$ cat src/rtl/rtc_bus_sequencer.sv
// ---------------------------------------------------------------------------
// rtc_bus_sequencer
//
// Moves the nine time/date/timer registers between the register bank and an
// external parallel RTC over a multiplexed address/data bus. Two requesters
// share the bus: a write-all burst and a read-all burst. Write requests take
// priority. Each register goes through an address phase, a gap, a data phase
// and a second gap, and each phase lasts T_PH cycles. A write burst ends with
// an address-only command cycle that commits the new values inside the RTC.
//
// Ports
//   clk, reset           system clock, asynchronous active-high reset
//   start_wr, start_rd   request pulses (latched, merged while pending)
//   wr_byte              bank data for the current reg_sel
//   reg_sel              index 0..8 of the register being transferred
//   rd_byte, rd_strobe   captured RTC byte and its one-cycle valid pulse
//   ad_out, ad_in, ad_oe multiplexed bus data/address and output enable
//   cs_n, rd_n, wr_n     RTC chip select and strobes, active low
//   a_d                  0 = address phase, 1 = data phase
//   busy                 burst in progress
//   listo_es, listo_le   write-all / read-all complete pulses
// ---------------------------------------------------------------------------
module rtc_bus_sequencer #(
  parameter int unsigned T_PH         = 8,
  parameter logic [7:0]  CMD_TRANSFER = 8'hF1
) (
  input  logic       clk,
  input  logic       reset,
  input  logic       start_wr,
  input  logic       start_rd,
  input  logic [7:0] wr_byte,
  output logic [3:0] reg_sel,
  output logic [7:0] rd_byte,
  output logic       rd_strobe,
  output logic [7:0] ad_out,
  input  logic [7:0] ad_in,
  output logic       ad_oe,
  output logic       cs_n,
  output logic       rd_n,
  output logic       wr_n,
  output logic       a_d,
  output logic       busy,
  output logic       listo_es,
  output logic       listo_le
);

  localparam logic [7:0] PH_LAST  = 8'(T_PH - 1);
  localparam logic [3:0] SEL_LAST = 4'd8;

  typedef enum logic [2:0] {
    S_IDLE, S_ADDR, S_GAP1, S_DATA, S_GAP2, S_NEXT, S_CMD, S_CMD_GAP
  } state_t;

  state_t     state, state_nxt;
  logic [7:0] cnt;
  logic       last_ph;
  logic       is_wr;
  logic       pend_wr, pend_rd;
  logic [3:0] reg_sel_nxt;
  logic       burst_end;

  // RTC address of each bank register, in transfer order.
  function automatic logic [7:0] reg_addr(input logic [3:0] idx);
    case (idx)
      4'd0:    reg_addr = 8'h21;
      4'd1:    reg_addr = 8'h22;
      4'd2:    reg_addr = 8'h23;
      4'd3:    reg_addr = 8'h24;
      4'd4:    reg_addr = 8'h25;
      4'd5:    reg_addr = 8'h26;
      4'd6:    reg_addr = 8'h41;
      4'd7:    reg_addr = 8'h42;
      4'd8:    reg_addr = 8'h43;
      default: reg_addr = 8'h00;
    endcase
  endfunction

  assign last_ph   = (cnt == PH_LAST);
  assign burst_end = (state != S_IDLE) && (state_nxt == S_IDLE);

  always_comb begin
    state_nxt = state;
    case (state)
      S_IDLE:    if (pend_wr || pend_rd) state_nxt = S_ADDR;
      S_ADDR:    if (last_ph) state_nxt = S_GAP1;
      S_GAP1:    if (last_ph) state_nxt = S_DATA;
      S_DATA:    if (last_ph) state_nxt = S_GAP2;
      S_GAP2:    if (last_ph) state_nxt = S_NEXT;
      S_NEXT: begin
        if (reg_sel != SEL_LAST) state_nxt = S_ADDR;
        else if (is_wr)          state_nxt = S_CMD;
        else                     state_nxt = S_IDLE;
      end
      S_CMD:     if (last_ph) state_nxt = S_CMD_GAP;
      S_CMD_GAP: if (last_ph) state_nxt = S_IDLE;
      default:   state_nxt = S_IDLE;
    endcase
  end

  // reg_sel advances on the way back into ADDR so it stays stable through
  // the rd_strobe cycle of the register just read.
  always_comb begin
    reg_sel_nxt = reg_sel;
    if (state_nxt == S_IDLE)
      reg_sel_nxt = 4'd0;
    else if (state == S_NEXT && state_nxt == S_ADDR)
      reg_sel_nxt = reg_sel + 4'd1;
  end

  always_ff @(posedge clk or posedge reset) begin
    if (reset) begin
      state     <= S_IDLE;
      cnt       <= '0;
      is_wr     <= 1'b0;
      pend_wr   <= 1'b0;
      pend_rd   <= 1'b0;
      reg_sel   <= '0;
      rd_byte   <= '0;
      rd_strobe <= 1'b0;
      ad_out    <= '0;
      ad_oe     <= 1'b0;
      cs_n      <= 1'b1;
      rd_n      <= 1'b1;
      wr_n      <= 1'b1;
      a_d       <= 1'b1;
      busy      <= 1'b0;
      listo_es  <= 1'b0;
      listo_le  <= 1'b0;
    end else begin
      state   <= state_nxt;
      cnt     <= (state_nxt != state || state == S_IDLE) ? '0 : cnt + 8'd1;
      reg_sel <= reg_sel_nxt;
      busy    <= (state_nxt != S_IDLE);

      // Requests merge into the pending flags; the granted flag is dropped on
      // the grant cycle, which also absorbs a repeat arriving that cycle.
      pend_wr <= pend_wr | start_wr;
      pend_rd <= pend_rd | start_rd;
      if (state == S_IDLE && state_nxt == S_ADDR) begin
        is_wr <= pend_wr;
        if (pend_wr) pend_wr <= 1'b0;
        else         pend_rd <= 1'b0;
      end

      listo_es <= burst_end && is_wr;
      listo_le <= burst_end && !is_wr;

      rd_strobe <= 1'b0;
      if (state == S_DATA && last_ph && !is_wr) begin
        rd_byte   <= ad_in;
        rd_strobe <= 1'b1;
      end

      // Bus pins are registered from the state being entered.
      cs_n   <= 1'b1;
      rd_n   <= 1'b1;
      wr_n   <= 1'b1;
      a_d    <= 1'b1;
      ad_oe  <= 1'b0;
      ad_out <= '0;
      case (state_nxt)
        S_ADDR: begin
          cs_n   <= 1'b0;
          wr_n   <= 1'b0;
          a_d    <= 1'b0;
          ad_oe  <= 1'b1;
          ad_out <= reg_addr(reg_sel_nxt);
        end
        S_CMD: begin
          cs_n   <= 1'b0;
          wr_n   <= 1'b0;
          a_d    <= 1'b0;
          ad_oe  <= 1'b1;
          ad_out <= CMD_TRANSFER;
        end
        S_DATA: begin
          cs_n <= 1'b0;
          if (is_wr) begin
            wr_n   <= 1'b0;
            ad_oe  <= 1'b1;
            ad_out <= wr_byte;
          end else begin
            rd_n <= 1'b0;
          end
        end
        default: ;
      endcase
    end
  end

endmodule

$ cat config.mk
export PLATFORM = sky130hd
export DESIGN_NAME = rtc_bus_sequencer
export DESIGN_NICKNAME = d
export VERILOG_FILES = /design/src/rtl/rtc_bus_sequencer.sv
export SDC_FILE = /design/constraint.sdc
export NUM_CORES = 1
export LEC_CHECK = 0
export ABC_AREA = 1
export BUFFER_PORTS_ARGS = -buffer_cell sky130_fd_sc_hd__buf_2
export CORE_UTILIZATION = 53
export DETAILED_ROUTE_END_ITERATION = 6
export MAX_ROUTING_LAYER = met4
export PLACE_DENSITY = 0.79
export REMOVE_ABC_BUFFERS = 1
export SKIP_CTS_REPAIR_TIMING = 1
export SLEW_MARGIN = 10
export SYNTH_ARGS = -nofsm -noshare
export SYNTH_HDL_FRONTEND = slang
export SYNTH_SLANG_ARGS = --single-unit
$ cat constraint.sdc
create_clock -name clk -period 2.05 [get_ports clk]
set_input_delay 0.1025 -clock clk [delete_from_list [all_inputs] [get_ports clk]]
set_output_delay 0.1025 -clock clk [all_outputs]
set_load 0.02 [all_outputs]
==> metrics.md <==
| Metric | Value |
|---|---|
| Post-Syn Instances | `251` |
| Main combinational cell family by area after synthesis | `simple AND/OR/NAND/NOR gates` |
| Clock Skews | `4.44 ps` |
| Worst-path fanout max | `8` |
| Final std cells w/o fill | `372` |
| Shortest period the worst path allows | `2030 ps` |
| Initial antenna violation count | `0` |
| Synth area leaders | `dfrtp_1, nand2_1, dfstp_2` |
| Clk_lat worst skew | `300 ps` |
| Layout cell share with drive strength beyond 1 | `38.6%` |
| Detailed Route WL | `4.70 mm` |
| Seq/Total Area, Yosys | `50.6%` |
| Relative slew margins | `62.4%` |
| Remaining global-route overflow | `0` |
| Worst min path class | `primary input to flop` |
| Dominant cell type by area after synthesis | `dfrtp_1` |
| MaxCap Viol Count | `0` |
| Synth warn | `0` |
| Root Driver | `clkbuf_8` |
| Int Power | `1.36 mW` |
| Pins Over Slew Limit | `0` |
| GPL Wtd Cong | `0.889` |
| Failing checks | `hold timing` |
| Antenna cells | `0` |
| Most frequent cells in the layout | `nand2_1, buf_2, dfrtp_1` |
| Simple-Gate Fraction of Synth Area | `34.1%` |
| Max clock buf depth | `2` |
| Worst R2R Start | `reg_sel[1]$_DFF_PP0_` |
| Maximum clock rate | `492 MHz` |
| Worst vdd ir | `0.375 mV` |
| Cell area after placement | `2460 sq um` |
| TritonCTS clock tree | `done` |
| Vias in the first global route | `1626` |
| Starting Density | `56.6%` |
| Global-route wire length before repair | `6.92 mm` |
| P_sw | `0.318 mW` |
| Routed len/inst | `12.6 um` |
| Fin. Hold Viols | `2` |
| Slowest cell delay on critical path | `410 ps` |
| Die area | `4290 sq um` |
| CP startpoint | `reg_sel[1]$_DFF_PP0_` |
| CP Capture Type | `flop` |
| IO Pins | `49` |
| DR iter-0 viols | `134` |
| CTS buffer count | `5` |
| Pre-antenna DRT Iters | `4` |
| Endpoints failing setup | `0` |
| Core region area | `3770 sq um` |
| DIE HEIGHT | `65.5 um` |
| #FFs+latches synth | `43` |
| Reg power frac | `50.7%` |
| Synth Area in Adders | `1.76%` |
| P_leak | `1.52 nW` |
| Crit path required time | `2270 ps` |
| Hold slack | `-2.82 ps` |
| WS Path Type | `flop to flop` |
| Setup crit start kind | `flop` |
| Dpl ws | `-3.80 ps` |
| Synth unique cells | `33` |
| Die X-Extent | `65.5 um` |
| CTS clk-pin slew, worst paths | `80 ps` |
| Syn Area/Cell | `8.50 sq um` |
| Clock power frac | `46.0%` |
| XOR/XNOR Fraction of Synth Area | `2.05%` |
| Cell count after placement | `351` |
| Post-route DRC | `0` |
| Outcome | `finished, violations left` |
| CTS Sinks | `43` |
| Worst slew pin tran | `558 ps` |
| Synth Area in Compound Gates | `3.63%` |
| Final period util | `99.1%` |
| Buffers on Ports | `48` |
| Critical Path, Cell by Cell | `inv_2 > ha_4 > nand2_1 > nor2_2 > nor2_4 > nor2_1 > nand2_1 > inv_2 > nand2_2 > nand2_4 > inv_4 > nor2_4 > o21ai_4 > buf_12 > nor3b_2` |
| Via count | `1845` |
| Total GRT Usage | `22.3%` |
| Worst path arrival time | `2250 ps` |
| Synth top area share | `45.7%` |
| Area delta synth->final | `33.7%` |
| Worst Hold Launch | `ad_in[1]` |
| Layout Cell Area excl Fill | `2850 sq um` |
| CTS H-tree depth | `2` |
| RSZ-0062 raised after global routing | `yes` |
| Leading cell type in the layout, fill and taps excluded | `nand2_1` |
| Switch share | `18.9%` |
| Post-synthesis mux area share | `0%` |
| Fin Setup TNS | `0 ps` |
| Vias per cell | `4.96` |
| Final Util | `75.7%` |
| Post-Syn Area | `2130 sq um` |
| Final #Nets | `346` |
| CP max stage cell | `dfrtp_1` |
| FP Rows | `22` |
| Final HPWL DP | `2.96 mm` |
| Final WS setup | `19.1 ps` |
| Pwr/cell area | `589 nW/um^2` |
| Largest net degree at the start of global routing | `44` |
| Detail Route Antenna Nets | `0` |
| Combinational Power Share | `3.3%` |
| Pwr Total | `1.68 mW` |
-- registers in the layout, summed over array words and instances, names as in the netlist, 3 cells and up --
name     count
cnt          8
reg_sel      4
state        3
rd_byte      8
ad_out       8
-- cell families (layout without fill, tap and decap cells) --
| logic type | count (synthesis) | after routing |
|---|---|---|
| AO/OA/AOI/OAI | 12 | 12 |
| XOR/XNOR | 5 | 5 |
| flip-flops | 43 | 43 |
| adder cells (fa/ha/maj) | 3 | 3 |
| AND/OR/NAND/NOR | 151 | 152 |
| buffers and inverters | 37 | 109 |
-- synth_stat cells (all sizes together) --
master,instances
and3,1
o22ai,1
xnor2,1
nor3,7
ha,3
dfstp,4
o21bai,1
nand4,3
nor4,1
clkinv,1
buf,4
o211ai,1
o31ai,1
nand2,86
xor2,4
dfrtp,39
nor3b,2
a21oi,1
inv,32
nand3,18
nor2,33
o21ai,7
-- final cells by class --
type	instances	area, sq um
repair buffers	68	418
fillers	250	917
clock inverters	2	60.1
flip-flops and latches	43	1080
well taps	48	60.1
inverters	33	131
multi-input cells	172	1030
clock buffers	6	72.6
-- worst max-delay path, delay by kind of cell, from the launching register on --
family / cells / cell delay, ps
buffers and inverters: 4 / 350
adders and majority gates: 1 / 140
DFF: 1 / 410
AOI/OAI and AO/OA: 1 / 70
and+or+nand+nor: 9 / 970
-- per-layer routing --
metal / wire, um / GRT usage (%) / vias to the layer above
li1: - / - / 922
met1: 2110 / 28.4 / 862
met5: 0 / - / -
met2: 2310 / 33.8 / 55
met4: 55 / 8.15 / 0
met3: 226 / 6.77 / 6
-- power groups by stage --
stage | clock (mW) | combinational, mW | sequential (mW)
floorplan | 0 | 0.0231 | 0.868
global placement | 0 | 0.0467 | 0.869
detailed placement | 0 | 0.0479 | 0.869
CTS | 0.779 | 0.0481 | 0.852
global route | 0.830 | 0.0640 | 0.853
finish | 0.774 | 0.0555 | 0.852
-- path summary, 6_finish.rpt --
kind | to | slack [ps] | cells past startpoint
worst max-delay path | cnt[4]$_DFF_PP0_ | 20 | 15
worst min-delay path | rd_byte[1]$_DFFE_PP0P_ | -3 | 3
worst max register to register | cnt[4]$_DFF_PP0_ | 20 | 15
worst min register to register | rd_byte[6]$_DFFE_PP0P_ | 480 | 2
max in group asynchronous | wr_n$_DFF_PP1_ | 1220 | 4
min in group asynchronous | state[0]$_DFF_PP0_ | 470 | 4
No activity file was read; power rests on OpenSTA's default activity.
